==> src/rtl/bcd_pkg.sv <==
// Shared BCD display definitions: digit type, ASCII constants, streamer state.
package bcd_pkg;

  typedef struct packed {
    logic [3:0] value;
  } Digit;

  localparam logic [7:0] ASCII_ZERO  = 8'h30;
  localparam logic [7:0] ASCII_DASH  = 8'h2D;
  localparam logic [7:0] ASCII_QMARK = 8'h3F;
  localparam logic [7:0] ASCII_SPACE = 8'h20;

  typedef enum logic {
    IDLE = 1'b0,
    EMIT = 1'b1
  } state_t;

endpackage

==> src/rtl/bcd_digits_ascii_streamer_if.sv <==
// Digit snapshot request plus valid/ready character stream toward the text renderer.
interface bcd_digits_ascii_streamer_if #(
  parameter int DIGITS_NUM = 6
) ();
  import bcd_pkg::*;

  logic                      start_in;
  Digit [DIGITS_NUM-1:0]     digits_in;
  logic                      overflow_in;
  logic [7:0]                char_out;
  logic                      char_valid_out;
  logic                      char_ready_in;
  logic                      char_last_out;
  logic                      busy_out;
  logic                      done_out;

  // Counter/sink side: supplies digits, start and ready; observes the stream.
  modport master (
    output start_in, digits_in, overflow_in, char_ready_in,
    input  char_out, char_valid_out, char_last_out, busy_out, done_out
  );

  // Streamer side.
  modport slave (
    input  start_in, digits_in, overflow_in, char_ready_in,
    output char_out, char_valid_out, char_last_out, busy_out, done_out
  );

endinterface

==> src/rtl/bcd_digit_to_ascii.sv <==
// Single BCD digit to display character; overflow wins, then invalid BCD, then blanking.
module bcd_digit_to_ascii
  import bcd_pkg::*;
#(
  parameter logic [7:0] BLANK_CHAR = ASCII_SPACE
) (
  input  logic [3:0] value_i,
  input  logic       overflow_i,
  input  logic       blank_i,    // position may be blanked if it holds a zero
  output logic [7:0] char_o
);

  // Priority-ordered character selection.
  always_comb begin
    char_o = ASCII_ZERO + {4'h0, value_i};
    if (overflow_i)
      char_o = ASCII_DASH;
    else if (value_i > 4'd9)
      char_o = ASCII_QMARK;
    else if (blank_i && (value_i == 4'd0))
      char_o = BLANK_CHAR;
  end

endmodule

==> src/rtl/bcd_digits_ascii_streamer.sv <==
// Snapshots a BCD count and streams it MSD-first as ASCII over valid/ready.
module bcd_digits_ascii_streamer
  import bcd_pkg::*;
#(
  parameter int         DIGITS_NUM         = 6,
  parameter bit         LEADING_ZERO_BLANK = 1'b1,
  parameter logic [7:0] BLANK_CHAR         = 8'h20
) (
  input logic                          clk_in,
  input logic                          reset_in,
  bcd_digits_ascii_streamer_if.slave   bus
);

  localparam int             IW      = (DIGITS_NUM > 1) ? $clog2(DIGITS_NUM) : 1;
  localparam logic [IW-1:0]  IDX_MAX = IW'(DIGITS_NUM - 1);

  state_t                 state_q;
  Digit [DIGITS_NUM-1:0]  snap_q;
  logic                   ovf_q;
  logic [IW-1:0]          idx_q;
  logic                   seen_nz_q;
  logic [7:0]             char_q;
  logic                   valid_q;
  logic                   last_q;
  logic                   busy_q;
  logic                   done_q;

  // Next character source: the live inputs when starting, else the snapshot at idx-1.
  logic [IW-1:0]  nidx_d;
  Digit           src_d;
  logic           src_ovf_d;
  logic           seen_nz_d;
  logic           blank_d;
  logic [7:0]     char_d;

  // Select the digit that will be presented next and its blanking context.
  always_comb begin
    nidx_d    = IDX_MAX;
    src_d     = bus.digits_in[IDX_MAX];
    src_ovf_d = bus.overflow_in;
    seen_nz_d = 1'b0;
    if (state_q == EMIT) begin
      nidx_d    = idx_q - 1'b1;
      src_d     = snap_q[nidx_d];
      src_ovf_d = ovf_q;
      // Digit being accepted now counts toward seen_nz (invalid codes are nonzero too).
      seen_nz_d = seen_nz_q | (snap_q[idx_q].value != 4'd0);
    end
    blank_d = LEADING_ZERO_BLANK && !seen_nz_d && (nidx_d != '0);
  end

  bcd_digit_to_ascii #(.BLANK_CHAR(BLANK_CHAR)) u_conv (
    .value_i    (src_d.value),
    .overflow_i (src_ovf_d),
    .blank_i    (blank_d),
    .char_o     (char_d)
  );

  // Control FSM with registered stream outputs; done pulses in the IDLE cycle after the last char.
  always_ff @(posedge clk_in) begin
    if (!reset_in) begin
      state_q   <= IDLE;
      snap_q    <= '0;
      ovf_q     <= 1'b0;
      idx_q     <= '0;
      seen_nz_q <= 1'b0;
      char_q    <= 8'h00;
      valid_q   <= 1'b0;
      last_q    <= 1'b0;
      busy_q    <= 1'b0;
      done_q    <= 1'b0;
    end else begin
      done_q <= 1'b0;
      case (state_q)
        IDLE: begin
          if (bus.start_in) begin
            state_q   <= EMIT;
            snap_q    <= bus.digits_in;
            ovf_q     <= bus.overflow_in;
            idx_q     <= IDX_MAX;
            seen_nz_q <= 1'b0;
            char_q    <= char_d;
            valid_q   <= 1'b1;
            last_q    <= (IDX_MAX == '0);
            busy_q    <= 1'b1;
          end
        end
        EMIT: begin
          if (bus.char_ready_in) begin
            if (idx_q == '0) begin
              state_q <= IDLE;
              valid_q <= 1'b0;
              last_q  <= 1'b0;
              busy_q  <= 1'b0;
              done_q  <= 1'b1;
            end else begin
              idx_q     <= nidx_d;
              seen_nz_q <= seen_nz_d;
              char_q    <= char_d;
              last_q    <= (nidx_d == '0);
            end
          end
        end
        default: state_q <= IDLE;
      endcase
    end
  end

  assign bus.char_out       = char_q;
  assign bus.char_valid_out = valid_q;
  assign bus.char_last_out  = last_q;
  assign bus.busy_out       = busy_q;
  assign bus.done_out       = done_q;

endmodule
==> src/flat_wrapper.sv <==
// flat-port wrapper written by rule: the top's interface ports become plain ports
module bcd_digits_ascii_streamer_flat import bcd_pkg::*;
#(
  parameter int         DIGITS_NUM         = 6,
  parameter bit         LEADING_ZERO_BLANK = 1'b1,
  parameter logic [7:0] BLANK_CHAR         = 8'h20
)
  (clk_in, reset_in, bus_start_in, bus_digits_in, bus_overflow_in, bus_char_ready_in, bus_char_out, bus_char_valid_out, bus_char_last_out, bus_busy_out, bus_done_out);
  bcd_digits_ascii_streamer_if #(.DIGITS_NUM(DIGITS_NUM)) bus_i ();
  input logic clk_in;
  input logic reset_in;
  input wire logic [$bits(bus_i.start_in)-1:0] bus_start_in;
  input wire logic [$bits(bus_i.digits_in)-1:0] bus_digits_in;
  input wire logic [$bits(bus_i.overflow_in)-1:0] bus_overflow_in;
  input wire logic [$bits(bus_i.char_ready_in)-1:0] bus_char_ready_in;
  output wire logic [$bits(bus_i.char_out)-1:0] bus_char_out;
  output wire logic [$bits(bus_i.char_valid_out)-1:0] bus_char_valid_out;
  output wire logic [$bits(bus_i.char_last_out)-1:0] bus_char_last_out;
  output wire logic [$bits(bus_i.busy_out)-1:0] bus_busy_out;
  output wire logic [$bits(bus_i.done_out)-1:0] bus_done_out;
  assign bus_i.start_in = bus_start_in;
  assign bus_i.digits_in = bus_digits_in;
  assign bus_i.overflow_in = bus_overflow_in;
  assign bus_i.char_ready_in = bus_char_ready_in;
  assign bus_char_out = bus_i.char_out;
  assign bus_char_valid_out = bus_i.char_valid_out;
  assign bus_char_last_out = bus_i.char_last_out;
  assign bus_busy_out = bus_i.busy_out;
  assign bus_done_out = bus_i.done_out;
  bcd_digits_ascii_streamer #(.DIGITS_NUM(DIGITS_NUM), .LEADING_ZERO_BLANK(LEADING_ZERO_BLANK), .BLANK_CHAR(BLANK_CHAR)) u_core (.clk_in(clk_in), .reset_in(reset_in), .bus(bus_i));
endmodule
==> config.mk <==
export PLATFORM = sky130hd
export DESIGN_NAME = bcd_digits_ascii_streamer_flat
export DESIGN_NICKNAME = d
export VERILOG_FILES = /design/src/rtl/bcd_pkg.sv /design/src/rtl/bcd_digits_ascii_streamer_if.sv /design/src/rtl/bcd_digit_to_ascii.sv /design/src/rtl/bcd_digits_ascii_streamer.sv /design/src/flat_wrapper.sv
export SDC_FILE = /design/constraint.sdc
export NUM_CORES = 1
export LEC_CHECK = 0
export CORE_UTILIZATION = 45
export DETAILED_ROUTE_END_ITERATION = 6
export PLACE_DENSITY = 0.72
export RECOVER_POWER = 50
export SLEW_MARGIN = 30
export SYNTH_ARGS = -nofsm -noshare
export SYNTH_HDL_FRONTEND = slang
export SYNTH_SLANG_ARGS = --single-unit
==> constraint.sdc <==
create_clock -name clk_in -period 6.7 [get_ports clk_in]
set_clock_uncertainty 0.15 [all_clocks]
set_input_delay 1.34 -clock clk_in [delete_from_list [all_inputs] [get_ports clk_in]]
set_output_delay 1.34 -clock clk_in [all_outputs]
set_load 0.01 [all_outputs]
==> flow_summary.toml, run 1 <==
[run_status]
outcome = "finished with violations"
violations = "max-capacitance violations, max-slew violations"

[setup_path]
cpLargestDelayFamily = "simple AND/OR/NAND/NOR gates"
path_buf_inv = 1
crit-reg2reg-launch = "u_core.idx_q[0]$_SDFFE_PN0P_"
cp_max_fo = 27
path_cells = "dlygate4sd3_1 -> nor2b_1 -> o31ai_1 -> and2_1"
end_kind = "register"
reg2reg_slack_ps = 3870
crit_cells = 4
slowest_delay_ps = 1330
worst_ep_arrival_time_ps = 3630
r2r_end = "u_core.bus.char_out[2]$_SDFFE_PN0P_"
slowest_stage = "nor2b_1"
cp.required_ps = 6730
worstSetupStartpointType = "input pin"
ff2ff_path_depth = 6
critical_path_class = "in -> reg"

[clocking]
cts_sinks = 39
hold_buffers = 0
post_cts_buffers = 0
numCtsBuffers = 5
path_clk_slew_ps = 70
post_cts_resized = 0
htreeDepth = 2
cts_tree = "built"
clock_path_buffers = 2
clk_latency_ps = 290
cts_root_buf = "clkbuf_8"

[hold_path]
min_to = "u_core.bus.char_out[5]$_SDFFE_PN0P_"
hold_start = "u_core.bus.char_out[5]$_SDFFE_PN0P_"
hold_path.class = "reg -> reg"
hold-path-cell-count = 1

[routing]
viasPerCell = 5.24
vias = 1604
wl_per_cell_um = 12.5
firstDrtPassIters = 4
ant_nets = 0
postRouteWirelength_um = 3810
drc_errors = 0
drtIter0Drc = 145

[timing]
final_max_slew_viol_count = 28
worst_slew_pin_slew_ps = 1730
hold_viol_final = 0
timing.fmax_mhz = 278
relSlewSlack = -0.155
setup_tns_ps = 0
period_needed_ps = 3590
final-setup-viol-count = 0
rsz0062_at_grt = "false"
finalCritPeriodShare = 0.537

[yosys]
synth_top_family_by_area = "compound AO/OA/AOI/OAI gates"
post_synth.cell_area_avg_um2 = 8.49
yosysSeqAreaShare = 0.405
synth.mux.area_fraction = 0.0727
synth_xor_area_frac = 0.00844
yosys.area_share.simple = 0.210
ys_warn_count = 0
synthAdderAreaFrac = 0.0130
synth_compound_area_frac = 0.226
synth_cells = 227
ys_ff_latch = 39
syn_area_um2 = 1930
synth.distinct_cells = 45

[finish]
final_cell_mix = "57 x nand2_1, 39 x dfxtp_1, 25 x a21boi_0, 25 x clkdlybuf4s50_1, 14 x nor2_1"
area_growth_pct = 24.1
fin_util = 0.590
fill_cells = 376
final_common_cell = "nand2_1"
drive_gt1_frac = 0.0781
final_nets = 286
antenna_cells = 0

[power]
seqPwrFrac = 0.468
switchingPower_mw = 0.143
p_int_mw = 0.421
p_per_area_nw_per_um2 = 236
switching_share = 0.253
p_leak_nw = 0.902
clkPwrFrac = 0.352
vdd_drop_max_mv = 0.124
combPwrFrac = 0.180

[placement]
port_buffers = 38
gp_congestion = 0.764
place_hpwl_um = 2650

[die]
core_area_um2 = 4060
start_util = 0.475
die_h_um = 67.5
io_pins = 41
die_x_um = 67.5
die_area_um2 = 4550
rows = 23

[global_route]
grt_max_degree = 41
grt_antenna_before_repair = 0
grt_pass1_vias = 1383
grt_usage = 0.195
grt_pass1_wl_um = 6560
grt_remaining_overflow = 0

[run]
drv_cap = 1
==> state kept, by name, indices dropped and copies added (netlist names) <==
name                       count
u_core.seen_nz_q               1
u_core.bus.char_last_out       1
u_core.state_q                 1
u_core.snap_q                 24
u_core.bus.done_out            1
u_core.bus.char_valid_out      1
u_core.idx_q                   3
u_core.ovf_q                   1
u_core.bus.char_out            6
==> Yosys cell counts (all sizes together) <==
cell    number  share of area
a31o         2         0.0091
inv          6          0.012
nor2        14          0.027
o21ai        7          0.020
nand3b       1         0.0039
mux2i        5          0.026
or4          1         0.0039
a21boi      25          0.097
o31ai        1         0.0039
a32oi        1         0.0045
nor3         3         0.0078
xnor2        1         0.0084
nor2b        4          0.013
o211a        1         0.0052
a22o         2         0.0091
nand2       57           0.11
a31oi        1         0.0032
mux4         4          0.047
a21oi        2         0.0052
ha           2          0.013
o22ai        1         0.0032
a22oi        1         0.0039
o211ai       1         0.0039
nand2b       3         0.0097
or3          1         0.0032
conb         1         0.0019
o21a         3          0.012
o2111a       1         0.0058
and2         4          0.013
nor4         3         0.0097
a211oi       2         0.0078
buf         10          0.035
o311ai       3          0.018
clkbuf       8          0.016
o221a        1         0.0058
o32ai        2         0.0091
dfxtp       39           0.40
nand3        3         0.0078
==> metrics by stage <==
step | std cells | setup WS, ps | hold WS [ps] | cell area, µm² | power (mW)
global route | 306 | 2810 | 344 | 2390 | 0.595
CTS | 306 | 3400 | 324 | 2400 | 0.574
finish | 306 | 3110 | 316 | 2390 | 0.564
global placement | 298 | 3180 | 301 | 2280 | 0.373
floorplan | 228 | 4290 | 293 | 1930 | 0.337
detailed placement | 298 | 3090 | 307 | 2280 | 0.374
==> cell families after synthesis <==
group           count (synthesis)
flops                          39
simple gates                   94
xor+xnor                        1
mux                             9
fa+ha+maj                       2
buf+inv                        24
other cells                     1
compound gates                 57
==> power by group through the flow <==
stage | clock [mW] | combinational, mW | sequential, mW
5_1_grt | 0.214 | 0.114 | 0.267
6_report | 0.199 | 0.101 | 0.264
4_1_cts | 0.205 | 0.104 | 0.265
3_3_place_gp | 0 | 0.103 | 0.269
3_5_place_dp | 0 | 0.104 | 0.270
2_1_floorplan | 0 | 0.0743 | 0.263
==> metal layers <==
| metal | wire [µm] | vias up | track usage | share of wire |
|---|---|---|---|---|
| li1 | - | 834 | - | - |
| met1 | 1780 | 716 | 0.260 | 0.47 |
| met2 | 1780 | 48 | 0.304 | 0.47 |
| met3 | 203 | 6 | 0.0507 | 0.053 |
| met4 | 53 | 0 | 0.0638 | 0.014 |
| met5 | 0 | - | 0 | 0 |
==> worst max-delay path by stage <==
stage,start,end,slack [ps]
after floorplan,u_core.idx_q[0]$_SDFFE_PN0P_,u_core.bus.char_out[2]$_SDFFE_PN0P_,4290
after global placement,bus_start_in,u_core.bus.char_out[4]$_SDFFE_PN0P_,3180
after detailed placement,bus_start_in,u_core.bus.char_out[2]$_SDFFE_PN0P_,3090
after CTS,bus_start_in,u_core.bus.char_out[2]$_SDFFE_PN0P_,3400
after global routing,bus_start_in,u_core.snap_q[7]$_SDFFE_PN0P_,2810
final,bus_start_in,u_core.idx_q[1]$_SDFFE_PN0P_,3110
==> layout make-up <==
| type | count | area [µm²] | share of cell area |
|---|---|---|---|
| multi-input cells | 165 | 1030 | 0.432 |
| flip-flops and latches | 39 | 781 | 0.326 |
| repair buffers | 38 | 375 | 0.157 |
| clock buffers | 6 | 82.6 | 0.0345 |
| well taps | 50 | 62.6 | 0.0262 |
| clock inverters | 2 | 35.0 | 0.0146 |
| inverters | 6 | 22.5 | 0.00941 |
No activity file was read; power rests on OpenSTA's default activity.
==> run 2: changes to the inputs <==
- clock period: 6.7 -> 3.7 ns (I/O delays scaled with it)
==> flow_summary.toml, run 2 (same netlist as run 1, synthesis figures left out) <==
[global_route]
grt_pass1_vias = 1452
grt_usage = 0.203
grt_pass1_wl_um = 6790
grt_antenna_before_repair = 0
grt_remaining_overflow = 0
grt_max_degree = 27

[routing]
vias = 1631
viasPerCell = 5.28
drtIter0Drc = 124
drc_errors = 0
wl_per_cell_um = 12.6
firstDrtPassIters = 4
postRouteWirelength_um = 3890
ant_nets = 0

[die]
start_util = 0.475
die_area_um2 = 4550
die_x_um = 67.5
die_h_um = 67.5
io_pins = 41
core_area_um2 = 4060
rows = 23

[setup_path]
worstSetupStartpointType = "register"
r2r_end = "u_core.bus.char_out[2]$_SDFFE_PN0P_"
ff2ff_path_depth = 7
reg2reg_slack_ps = 700
crit-reg2reg-launch = "u_core.idx_q[0]$_SDFFE_PN0P_"
end_kind = "register"
worst_ep_arrival_time_ps = 3040
critical_path_class = "reg -> reg"
cp.required_ps = 3730
cp_max_fo = 16

[placement]
placed_cell_area_um2 = 2300
port_buffers = 38
gp_congestion = 0.780
place_hpwl_um = 2780

[finish]
drive_gt1_frac = 0.0695
final_nets = 289
final_common_cell = "nand2_1"
antenna_cells = 0
multi_input_area_um2 = 1030
fin_util = 0.598
seq_area_um2 = 781
final_cell_mix = "57 x nand2_1, 39 x dfxtp_1, 27 x clkdlybuf4s50_1"
area_growth_pct = 25.9
fill_cells = 380
stdcell_area_um2 = 2430
largest_reg_flops = 24
top_register = "u_core.snap_q"

[clocking]
clock_path_buffers = 2
post_cts_buffers = 0
cts_root_buf = "clkbuf_8"
post_cts_resized = 0
numCtsBuffers = 5
htreeDepth = 2
clk_latency_ps = 300
hold_buffers = 0
path_clk_slew_ps = 80
cts_tree = "built"
cts_sinks = 39

[run]
drv_cap = 0

[timing]
period_needed_ps = 3000
setup_tns_ps = 0
whs_ps = 310
final-setup-viol-count = 0
relSlewSlack = 0.293
finalCritPeriodShare = 0.812
timing.fmax_mhz = 333
hold_viol_final = 0
worst_slew_pin_slew_ps = 1050
rsz0062_at_grt = "false"
final_max_slew_viol_count = 0

[hold_path]
hold_path.class = "reg -> reg"
hold_start = "u_core.bus.char_out[5]$_SDFFE_PN0P_"
hold-path-cell-count = 1
min_to = "u_core.bus.char_out[5]$_SDFFE_PN0P_"

[power]
power_mw = 1.08
vdd_drop_max_mv = 0.209
p_per_area_nw_per_um2 = 446
p_leak_nw = 0.918

[run_status]
outcome = "complete, no violations"
## run 2: worst max path at each step
stage / cells after the start / endpoint / start
6_report: 7 / u_core.bus.char_out[2]$_SDFFE_PN0P_ / u_core.idx_q[0]$_SDFFE_PN0P_
5_1_grt: 7 / u_core.bus.char_out[2]$_SDFFE_PN0P_ / u_core.idx_q[0]$_SDFFE_PN0P_
4_1_cts: 6 / u_core.bus.char_out[2]$_SDFFE_PN0P_ / u_core.idx_q[0]$_SDFFE_PN0P_
3_5_place_dp: 6 / u_core.bus.char_out[2]$_SDFFE_PN0P_ / u_core.idx_q[0]$_SDFFE_PN0P_
3_3_place_gp: 6 / u_core.bus.char_out[2]$_SDFFE_PN0P_ / u_core.idx_q[0]$_SDFFE_PN0P_
2_1_floorplan: 9 / u_core.bus.char_out[2]$_SDFFE_PN0P_ / u_core.idx_q[0]$_SDFFE_PN0P_
## run 2: layout make-up
cell class / instances / area share
tap: 50 / 0.0258
clock inverter: 2 / 0.0247
multi-input combinational: 165 / 0.424
timing repair buffer: 41 / 0.164
inverter: 6 / 0.00928
sequential: 39 / 0.322
clock buffer: 6 / 0.0299
## run 2: per-stage QoR
step,worst slack [ps],std cells
after floorplan,1290,228
after global placement,995,301
after detailed placement,947,301
after CTS,923,309
after global routing,456,309
final,696,309
## run 2: where the power goes
part	switching [mW]	internal (mW)	leakage, nW	total (mW)
registers	0.0302	0.448	0.321	0.478
clock network	0.147	0.270	0.0654	0.417
logic	0.0875	0.0995	0.532	0.187
## run 2: layer usage
metal | up-vias | track usage | wire length (µm)
met5 | - | 0 | 0
met1 | 744 | 0.268 | 1890
li1 | 841 | - | -
met2 | 41 | 0.308 | 1780
met3 | 5 | 0.0557 | 171
met4 | 0 | 0.0851 | 52
## run 2: critical path: stages (launching register included)
cell	delay, ps
dfxtp_1	750
inv_1	200
ha_1	250
nor2b_1	150
o21ai_0	830
nand2_1	220
a211oi_1	270
nor2_1	70
==> run 3: changes to the inputs <==
- PLACE_DENSITY: 0.72 -> 0.75
- clock period: 3.7 -> 2.6 ns (I/O delays scaled with it)
==> flow_summary.toml, run 3 (same netlist as run 1, synthesis figures left out) <==
[die]
start_util = 0.475
die_area_um2 = 4550
io_pins = 41
die_h_um = 67.5
die_x_um = 67.5
core_area_um2 = 4060
rows = 23

[routing]
postRouteWirelength_um = 4040
drtIter0Drc = 117
firstDrtPassIters = 4
vias = 1620
wl_per_cell_um = 12.9
ant_nets = 0
drc_errors = 0
viasPerCell = 5.19

[power]
p_leak_nw = 0.898
seqPwrFrac = 0.491
switchingPower_mw = 0.369
switching_share = 0.270
vdd_drop_max_mv = 0.271
p_int_mw = 1.00
clkPwrFrac = 0.296
combPwrFrac = 0.214
p_per_area_nw_per_um2 = 566

[finish]
final_common_cell = "nand2_1"
area_growth_pct = 25.4
stdcell_area_um2 = 2420
drive_gt1_frac = 0.0954
top_register = "u_core.snap_q"
final_nets = 293
final_cell_mix = "57 x nand2_1, 39 x dfxtp_1, 37 x clkdlybuf4s50_1"
antenna_cells = 0
largest_reg_flops = 24

[global_route]
grt_max_degree = 41
grt_pass1_vias = 1457
grt_usage = 0.199
grt_antenna_before_repair = 0
grt_remaining_overflow = 0
grt_pass1_wl_um = 6670

[run]
drv_cap = 0

[timing]
fin_ws_ps = 437
final-setup-viol-count = 0
finalCritPeriodShare = 0.832
setup_tns_ps = 0
hold_viol_final = 0
relSlewSlack = 0.570
final_max_slew_viol_count = 0
timing.fmax_mhz = 462
period_needed_ps = 2160
worst_slew_pin_slew_ps = 644
rsz0062_at_grt = "false"

[setup_path]
worst_ep_arrival_time_ps = 2190
end_kind = "register"
cp_max_fo = 5
slowest_delay_ps = 510
worstSetupStartpointType = "register"
critical_path_class = "reg -> reg"
slowest_stage = "mux4_2"
cp.required_ps = 2630
path_cells = "inv_1 -> ha_1 -> mux4_2 -> a31o_2 -> a211oi_1 -> nor2_1"

[placement]
placed_cell_area_um2 = 2330
dp_worst_setup_slack_ps = 390
place_hpwl_um = 2860
gp_congestion = 0.810
port_buffers = 38

[clocking]
numCtsBuffers = 5
clk_latency_ps = 290
cts_tree = "built"
hold_buffers = 0
cts_sinks = 39
cts_root_buf = "clkbuf_8"
path_clk_slew_ps = 70
htreeDepth = 2
clock_path_buffers = 2
post_cts_buffers = 0
post_cts_resized = 0

[hold_path]
hold_path.class = "reg -> reg"

[run_status]
outcome = "complete, no violations"
run 3: cell count changes in the layout (fill, tap and decap cells not counted), sizes merged:
cell | before | now
bufinv | 2 | 0
buf | 2 | 6
clkdlybuf4s50 | 27 | 37
clkinv | 0 | 1
dlygate4sd3 | 11 | 1
run 3: layout make-up:
class                   count  area, µm²
clock inverters             1       5.00
clock buffers               6       82.6
fillers                   378       1640
inverters                   6       22.5
well taps                  50       62.6
flip-flops and latches     39        781
multi-input cells         165       1030
repair buffers             45        430
run 3: routing by layer:
metal,track usage,up-vias,wire length [µm]
met1,0.244,727,1950
met3,0.0557,2,160
met2,0.331,41,1910
li1,-,850,-
met5,0,-,0
met4,0.0718,0,23
run 3: worst max-delay path: cells and delay by family, from the launching register on:
| kind | cells | cell delay (ps) |
|---|---|---|
| mux | 1 | 510 |
| buf+inv | 1 | 90 |
| compound gates | 2 | 530 |
| flops | 1 | 380 |
| simple gates | 1 | 70 |
| fa+ha+maj | 1 | 330 |
run 3: final timing paths:
path              slack [ps]  depth (start not counted)                           startpoint                                  end
hold reg to reg          320                          1  u_core.bus.char_out[5]$_SDFFE_PN0P_  u_core.bus.char_out[5]$_SDFFE_PN0P_
setup reg to reg         440                          6         u_core.idx_q[1]$_SDFFE_PN0P_  u_core.bus.char_out[2]$_SDFFE_PN0P_
hold / removal           320                          1  u_core.bus.char_out[5]$_SDFFE_PN0P_  u_core.bus.char_out[5]$_SDFFE_PN0P_
setup / recovery         440                          6         u_core.idx_q[1]$_SDFFE_PN0P_  u_core.bus.char_out[2]$_SDFFE_PN0P_
run 3: stage by stage:
step,util,std cells,power (mW),hold WS (ps)
2_1_floorplan,-,228,0.869,293
3_3_place_gp,0.575,305,0.973,297
3_5_place_dp,0.575,305,0.978,304
4_1_cts,0.596,312,1.38,321
5_1_grt,0.596,312,1.45,336
6_report,0.596,312,1.37,316
run 3: power groups by stage:
stage / sequential [mW] / clock, mW / combinational, mW
after floorplan: 0.677 / 0 / 0.191
after global placement: 0.683 / 0 / 0.290
after detailed placement: 0.685 / 0 / 0.293
after CTS: 0.671 / 0.419 / 0.295
after global routing: 0.677 / 0.446 / 0.324
final: 0.672 / 0.404 / 0.293
